### src/rtl/fifo_pkg.sv
// fifo_pkg: definitions shared by the FIFO drain controller slice.
//   drain_state_e      : controller state encoding (IDLE / RUN / STOP)
//   DEFAULT_DATA_WIDTH : default width of FIFO read data and stream data
//   STATS_CNT_W        : width of the optional drained-beat counter
package fifo_pkg;

    typedef enum logic [1:0] {
        ST_IDLE = 2'd0,
        ST_RUN  = 2'd1,
        ST_STOP = 2'd2
    } drain_state_e;

    localparam int DEFAULT_DATA_WIDTH = 8;
    localparam int STATS_CNT_W        = 16;

endpackage

### src/rtl/fifo_drain_ctrl_if.sv
// fifo_drain_ctrl_if: output stream of the FIFO drain controller.
//   m_valid : word valid (master -> slave)
//   m_data  : oldest buffered word (master -> slave)
//   m_last  : final beat of a burst, qualified by m_valid (master -> slave)
//   m_ready : downstream accept (slave -> master)
// Handshake: a beat transfers on a rising edge where m_valid && m_ready.
// Once m_valid is high, m_valid/m_data/m_last hold steady until that
// transfer; m_ready may change freely and never depends on m_valid.
interface fifo_drain_ctrl_if
    import fifo_pkg::*;
#(
    parameter int DATA_WIDTH = DEFAULT_DATA_WIDTH
) ();

    logic                  m_valid;
    logic [DATA_WIDTH-1:0] m_data;
    logic                  m_last;
    logic                  m_ready;

    modport master (
        output m_valid,
        output m_data,
        output m_last,
        input  m_ready
    );

    modport slave (
        input  m_valid,
        input  m_data,
        input  m_last,
        output m_ready
    );

endinterface

### src/rtl/fifo_drain_ctrl_skid_buf.sv
// drain_skid_buf: two-entry in-order buffer for words returning from the FIFO.
//   clk, rst : clock, asynchronous active-high reset
//   push_i   : write data_i this cycle
//   pop_i    : remove the oldest entry this cycle
//   data_i   : word to write
//   data_o   : oldest entry (0 when empty)
//   count_o  : entries held (0..2)
//   full_o   : count_o == 2
//   empty_o  : count_o == 0
// Push and pop may occur together. The caller guarantees no push while full
// without a pop, and no pop while empty.
module drain_skid_buf
    import fifo_pkg::*;
#(
    parameter int DATA_WIDTH = DEFAULT_DATA_WIDTH
) (
    input  logic                  clk,
    input  logic                  rst,
    input  logic                  push_i,
    input  logic                  pop_i,
    input  logic [DATA_WIDTH-1:0] data_i,
    output logic [DATA_WIDTH-1:0] data_o,
    output logic [1:0]            count_o,
    output logic                  full_o,
    output logic                  empty_o
);

    logic [DATA_WIDTH-1:0] head_q, head_d;
    logic [DATA_WIDTH-1:0] tail_q, tail_d;
    logic [1:0]            count_q, count_d;

    always_comb begin
        head_d  = head_q;
        tail_d  = tail_q;
        count_d = count_q;
        case ({push_i, pop_i})
            2'b10: begin
                if (count_q == 2'd0) begin
                    head_d  = data_i;
                    count_d = 2'd1;
                end else if (count_q == 2'd1) begin
                    tail_d  = data_i;
                    count_d = 2'd2;
                end
            end
            2'b01: begin
                if (count_q != 2'd0) begin
                    head_d  = tail_q;
                    count_d = count_q - 2'd1;
                end
            end
            2'b11: begin
                // Occupancy is unchanged; the new word lands behind whatever
                // remains after the pop.
                if (count_q == 2'd2) begin
                    head_d = tail_q;
                    tail_d = data_i;
                end else if (count_q == 2'd1) begin
                    head_d = data_i;
                end else begin
                    head_d  = data_i;
                    count_d = 2'd1;
                end
            end
            default: ;
        endcase
    end

    always_ff @(posedge clk or posedge rst) begin
        if (rst) begin
            head_q  <= '0;
            tail_q  <= '0;
            count_q <= 2'd0;
        end else begin
            head_q  <= head_d;
            tail_q  <= tail_d;
            count_q <= count_d;
        end
    end

    assign empty_o = (count_q == 2'd0);
    assign full_o  = (count_q == 2'd2);
    assign count_o = count_q;
    // Stale head contents are hidden so the stream data reads 0 when idle.
    assign data_o  = empty_o ? '0 : head_q;

endmodule

### src/rtl/fifo_drain_ctrl.sv
// fifo_drain_ctrl: drains a registered-output FIFO into a valid/ready stream
// cut into bursts of BURST_LEN beats.
//   clk, rst     : clock, asynchronous active-high reset
//   en           : drain enable
//   fifo_empty   : FIFO empty flag (updates on the edge that commits a read)
//   fifo_data    : FIFO read data, valid one cycle after a read strobe
//   fifo_rd_cs   : FIFO chip-select, mirrors fifo_rd_en
//   fifo_rd_en   : FIFO read strobe, one word per high cycle
//   busy         : state != IDLE, or a word is in flight or buffered
//   m_if         : output stream (m_valid, m_data, m_last, m_ready)
//   dbg_state_o  : current controller state
//   drained_cnt  : accepted-beat count, wraps at 16 bits; present only when
//                  FIFO_DRAIN_STATS_EN is defined
// Reads are issued only while the 2-entry skid buffer plus the word in flight
// cannot exceed two words, so the buffer never overflows.
module fifo_drain_ctrl
    import fifo_pkg::*;
#(
    parameter int DATA_WIDTH = DEFAULT_DATA_WIDTH,
    parameter int BURST_LEN  = 4
) (
    input  logic                  clk,
    input  logic                  rst,
    input  logic                  en,
    input  logic                  fifo_empty,
    input  logic [DATA_WIDTH-1:0] fifo_data,
    output logic                  fifo_rd_cs,
    output logic                  fifo_rd_en,
    output logic                  busy,
    fifo_drain_ctrl_if.master     m_if,
    output drain_state_e          dbg_state_o
`ifdef FIFO_DRAIN_STATS_EN
    ,
    output logic [STATS_CNT_W-1:0] drained_cnt
`endif
);

    localparam int                BEAT_W   = $clog2(BURST_LEN) + 1;
    localparam logic [BEAT_W-1:0] BEAT_MAX = BEAT_W'(BURST_LEN - 1);

    drain_state_e          state_q, state_d;
    logic                  in_flight_q;
    logic [BEAT_W-1:0]     beat_q, beat_d;

    logic [DATA_WIDTH-1:0] buf_data;
    logic [1:0]            buf_count;
    logic                  buf_full;
    logic                  buf_empty;
    logic                  pop;
    logic [2:0]            occupancy;
    logic                  credit_ok;
    logic                  rd_en;

    // A word strobed on one edge is presented on fifo_data after it and
    // captured on the next edge, so in_flight_q doubles as the push strobe.
    drain_skid_buf #(
        .DATA_WIDTH (DATA_WIDTH)
    ) u_skid (
        .clk     (clk),
        .rst     (rst),
        .push_i  (in_flight_q),
        .pop_i   (pop),
        .data_i  (fifo_data),
        .data_o  (buf_data),
        .count_o (buf_count),
        .full_o  (buf_full),
        .empty_o (buf_empty)
    );

    assign pop = !buf_empty && m_if.m_ready;

    // Words committed to the buffer after this edge, counting a beat leaving
    // now; a beat leaving this cycle frees a slot for a back-to-back read.
    assign occupancy = {1'b0, buf_count} + {2'b00, in_flight_q} - {2'b00, pop};
    assign credit_ok = !(buf_full && !pop) && (occupancy < 3'd2);

    // State register
    always_ff @(posedge clk or posedge rst) begin
        if (rst) begin
            state_q <= ST_IDLE;
        end else begin
            state_q <= state_d;
        end
    end

    // Next-state logic
    always_comb begin
        state_d = state_q;
        case (state_q)
            ST_IDLE: if (en) state_d = ST_RUN;
            ST_RUN:  if (!en) state_d = ST_STOP;
            ST_STOP: begin
                if (en) begin
                    state_d = ST_RUN;
                end else if (!in_flight_q && buf_empty) begin
                    state_d = ST_IDLE;
                end
            end
            default: state_d = ST_IDLE;
        endcase
    end

    // Output logic
    always_comb begin
        rd_en = en && !fifo_empty && (state_q == ST_RUN) && credit_ok;
        busy  = (state_q != ST_IDLE) || in_flight_q || !buf_empty;
    end

    // Beat counter: a burst abandoned through STOP restarts from beat 0.
    always_comb begin
        beat_d = beat_q;
        if ((state_q == ST_STOP) && (state_d == ST_IDLE)) begin
            beat_d = '0;
        end else if (pop) begin
            beat_d = (beat_q == BEAT_MAX) ? '0 : beat_q + BEAT_W'(1);
        end
    end

    always_ff @(posedge clk or posedge rst) begin
        if (rst) begin
            in_flight_q <= 1'b0;
            beat_q      <= '0;
        end else begin
            in_flight_q <= rd_en;
            beat_q      <= beat_d;
        end
    end

`ifdef FIFO_DRAIN_STATS_EN
    logic [STATS_CNT_W-1:0] drained_q;

    always_ff @(posedge clk or posedge rst) begin
        if (rst) begin
            drained_q <= '0;
        end else if (pop) begin
            drained_q <= drained_q + STATS_CNT_W'(1);
        end
    end

    assign drained_cnt = drained_q;
`endif

    assign fifo_rd_en   = rd_en;
    assign fifo_rd_cs   = rd_en;
    assign m_if.m_valid = !buf_empty;
    assign m_if.m_data  = buf_data;
    assign m_if.m_last  = !buf_empty && (beat_q == BEAT_MAX);
    assign dbg_state_o  = state_q;

endmodule
### src/flat_wrapper.sv
// flat-port wrapper written by rule: the top's interface ports become plain ports
module fifo_drain_ctrl_flat import fifo_pkg::*;
#(
    parameter int DATA_WIDTH = DEFAULT_DATA_WIDTH,
    parameter int BURST_LEN  = 4
)
  (clk, rst, en, fifo_empty, fifo_data, fifo_rd_cs, fifo_rd_en, busy, dbg_state_o, m_if_m_valid, m_if_m_data, m_if_m_last, m_if_m_ready);
  fifo_drain_ctrl_if #(.DATA_WIDTH(DATA_WIDTH)) m_if_i ();
  input  logic clk;
  input  logic rst;
  input  logic en;
  input  logic fifo_empty;
  input  logic [DATA_WIDTH-1:0] fifo_data;
  output logic fifo_rd_cs;
  output logic fifo_rd_en;
  output logic busy;
  output drain_state_e dbg_state_o;
  output wire logic [$bits(m_if_i.m_valid)-1:0] m_if_m_valid;
  output wire logic [$bits(m_if_i.m_data)-1:0] m_if_m_data;
  output wire logic [$bits(m_if_i.m_last)-1:0] m_if_m_last;
  input wire logic [$bits(m_if_i.m_ready)-1:0] m_if_m_ready;
  assign m_if_m_valid = m_if_i.m_valid;
  assign m_if_m_data = m_if_i.m_data;
  assign m_if_m_last = m_if_i.m_last;
  assign m_if_i.m_ready = m_if_m_ready;
  fifo_drain_ctrl #(.DATA_WIDTH(DATA_WIDTH), .BURST_LEN(BURST_LEN)) u_core (.clk(clk), .rst(rst), .en(en), .fifo_empty(fifo_empty), .fifo_data(fifo_data), .fifo_rd_cs(fifo_rd_cs), .fifo_rd_en(fifo_rd_en), .busy(busy), .m_if(m_if_i), .dbg_state_o(dbg_state_o));
endmodule
### config.mk
export PLATFORM = sky130hd
export DESIGN_NAME = fifo_drain_ctrl_flat
export DESIGN_NICKNAME = d
export VERILOG_FILES = /design/src/rtl/fifo_pkg.sv /design/src/rtl/fifo_drain_ctrl_if.sv /design/src/rtl/fifo_drain_ctrl_skid_buf.sv /design/src/rtl/fifo_drain_ctrl.sv /design/src/flat_wrapper.sv
export SDC_FILE = /design/constraint.sdc
export NUM_CORES = 1
export LEC_CHECK = 0
export BUFFER_PORTS_ARGS = -buffer_cell sky130_fd_sc_hd__buf_2
export CAP_MARGIN = 20
export CORE_AREA = 2 2 47 71
export CTS_CLUSTER_SIZE = 12
export DETAILED_ROUTE_END_ITERATION = 10
export DIE_AREA = 0 0 49 73
export GPL_TIMING_DRIVEN = 0
export PLACE_DENSITY = 0.72
export SYNTH_ARGS = -nofsm -noshare
export SYNTH_HDL_FRONTEND = slang
export SYNTH_SLANG_ARGS = --single-unit
### constraint.sdc
create_clock -name clk -period 4.1 [get_ports clk]
set_input_delay 0.615 -clock clk [delete_from_list [all_inputs] [get_ports clk]]
set_output_delay 0.615 -clock clk [all_outputs]
set_load 0.005 [all_outputs]
==> results.cfg <==
[sta]
finalCritPeriodShare_pct = 86.8
setup_tns_ps = 0
max_freq_ghz = 0.281
whs_ps = 478
tightest_slew_ps = 893
relSlewSlack_pct = 40.4
rsz0062_at_grt = false
finalSetupViolations = 0
finalCriticalPeriod_ps = 3560
fin_skew_ps = 5.90
hold_viol = 0
drv_slew = 0

[setup_path]
crit_path_cell_trace = inv_1 -> ha_1 -> nand2b_2 -> nor2_1 -> o21ai_0 -> fa_1 -> xor2_1 -> a211oi_1 -> buf_4 -> buf_2
cp.required_ps = 3480
path_class = reg -> out
arrival_ps = 2940
worstSetupEndpointType = primary output
startpoint_type = register
slowest_stage = dfrtp_1
max_stage_delay_ps = 440
crit_fanout = 6
crit_family = adder cells
crit_buf_inv = 3

[clock_tree]
cts_buffer_depth = 2
post_cts_buffers = 0
cts.sinks = 24
cts_tree = yes
clk_pin_slew_ps = 80
holdBufCountCts = 0
root_buffer = clkbuf_8
clk_latency_ps = 260
cts_resized = 0
htree_levels = 1
cts_made_buffers = 3

[grt]
grt_pass1_wl_um = 3970
antenna_found_initial = 0
grt_pass1_vias = 957
grt.total_usage_pct = 14.2
grt_overflow = 0
grt_max_degree = 25

[yosys]
synth-xor-area-share_pct = 0.678
ys_seq_area_share_pct = 46.5
yosys_warnings = 0
postSynthCellCount = 119
syn_area_um2 = 1290
synth-simple-area-share_pct = 14.7
yosysUniqueCellTypes = 28
muxShareOfSynthArea_pct = 14.7
ys_ff_latch = 24
synth_fp_nets = 138
synth_compound_area_share_pct = 13.2
synth_fa_ha_area_share_pct = 6.39
avgSynthCellArea_um2 = 10.9
synth_top_family_by_area = simple AND/OR/NAND/NOR gates

[floorplanning]
rows = 25
ios = 28
initial_core_util_pct = 42.6
core-area_um2 = 3030
die_y_um = 73
dieArea_um2 = 3580
chipWidth_um = 49

[pwr]
finalPower_mw = 1.02
total_leakage_power_nw = 0.770
peakVddDrop_uv = 364
cellPowerDensity_nw_per_um2 = 659

[worst_hold_path]
min_path_type = reg -> reg

[place]
dpl_cell_area_um2 = 1480
port-buffer-count = 27
hpwl_um = 1870
place.gp.congestion = 0.875

[final_layout]
layout_commonest_cell = buf_2
postLayoutCellArea_um2 = 1550
n_antenna_cell = 0
drive_gt1_share_pct = 30.0
layout_common_cells = buf_2, dfrtp_1, nand2_1, nor2b_1, o21ai_0
nNetsFinal = 170
syn_to_final_growth_pct = 19.8
utilization_pct = 51.1

[routing]
post_drt_wl_per_cell_um = 12.4
drc = 0
ant_nets = 0
num_vias = 942
routed_wl_um = 2360
drt-initial-drc-count = 7
vias_per_cell = 4.96
firstDrtPassIters = 4

[run]
drv_cap = 0

[run_status]
status = complete, no violations
-- metal layers --
metal / routed length, µm / GRT usage [%]
met2: 1260 / 26.3
met5: 0 / 0
met1: 992 / 15.4
met4: 24 / 7.30
met3: 83 / 2.25
-- sequential cells by signal, indices dropped and copies added (netlist names) --
register / cells
u_core.u_skid.count_o: 2
u_core.dbg_state_o: 2
u_core.u_skid.head_q: 8
u_core.u_skid.tail_q: 8
u_core.in_flight_q: 1
u_core.beat_q: 3
-- through the flow --
stage	instances	setup slack, ps
3_5_place_dp	186	807
6_report	190	542
3_3_place_gp	186	870
5_1_grt	190	280
2_1_floorplan	119	1100
4_1_cts	190	501
-- final timing paths --
check,to,slack [ps],cells past startpoint,startpoint
setup / recovery,fifo_rd_en,540,10,u_core.u_skid.count_o[1]$_DFFE_PP0P_
min in group asynchronous,u_core.dbg_state_o[0]$_DFF_PP0_,530,2,rst
hold reg to reg,u_core.u_skid.head_q[2]$_DFFE_PP0P_,480,2,u_core.u_skid.head_q[2]$_DFFE_PP0P_
max in group asynchronous,u_core.u_skid.tail_q[7]$_DFFE_PP0P_,3020,2,rst
setup reg to reg,u_core.in_flight_q$_DFF_PP0_,1550,8,u_core.u_skid.count_o[1]$_DFFE_PP0P_
hold / removal,u_core.u_skid.head_q[2]$_DFFE_PP0P_,480,2,u_core.u_skid.head_q[2]$_DFFE_PP0P_
-- worst reg2reg max path: cells and delay by family (launching register included) --
family / cells / cell delay [ps]
XOR/XNOR: 1 / 170
buffers and inverters: 1 / 120
AND/OR/NAND/NOR: 2 / 510
AO/OA/AOI/OAI: 2 / 510
flip-flops: 1 / 440
adder cells (fa/ha/maj): 2 / 670
-- power breakdown --
group          total, mW  internal, mW  leakage (nW)  switching (mW)
clock network      0.205         0.130        0.0357          0.0748
logic              0.429         0.199         0.423           0.230
registers          0.387         0.332         0.311          0.0544
total               1.02         0.661         0.770           0.359
-- cells by family (layout without fill, tap and decap cells) --
| family | count (synthesis) | in the layout |
|---|---|---|
| AO/OA/AOI/OAI | 24 | 24 |
| XOR/XNOR | 1 | 1 |
| multiplexers | 18 | 18 |
| AND/OR/NAND/NOR | 35 | 35 |
| adder cells (fa/ha/maj) | 6 | 6 |
| buffers and inverters | 11 | 42 |
| flip-flops | 24 | 24 |
-- cell type report --
type | instances | area [µm²]
plain buffers | 4 | 23.8
clock buffers | 3 | 41.3
clock inverters | 1 | 30.0
fillers | 289 | 1490
inverters | 7 | 26.3
multi-input cells | 84 | 642
flip-flops and latches | 24 | 601
well taps | 40 | 50.0
repair buffers | 27 | 135
-- synth_stat cells --
cell | number | share of area (%)
fa_1 | 1 | 1.5
o2bb2ai_1 | 1 | 0.68
nand2b_2 | 1 | 0.68
mux2_2 | 8 | 7.0
inv_1 | 7 | 2.0
xor2_1 | 1 | 0.68
a21oi_1 | 4 | 1.5
mux2i_1 | 10 | 7.7
a21boi_0 | 1 | 0.58
buf_4 | 2 | 1.2
ha_1 | 5 | 4.8
o21ai_0 | 12 | 4.6
nand4b_1 | 1 | 0.68
nor3b_1 | 2 | 1.2
and2b_1 | 1 | 0.58
clkbuf_1 | 1 | 0.29
a22o_1 | 1 | 0.68
a21oi_4 | 1 | 1.3
o2111ai_4 | 1 | 2.0
a211oi_1 | 3 | 1.7
nand2b_1 | 1 | 0.48
nand2_1 | 12 | 3.5
dfrtp_1 | 24 | 46
and2_1 | 1 | 0.48
nor2b_1 | 12 | 5.8
nor2_1 | 3 | 0.87
or3_1 | 1 | 0.48
buf_2 | 1 | 0.39
No activity file was read; power rests on OpenSTA's default activity.
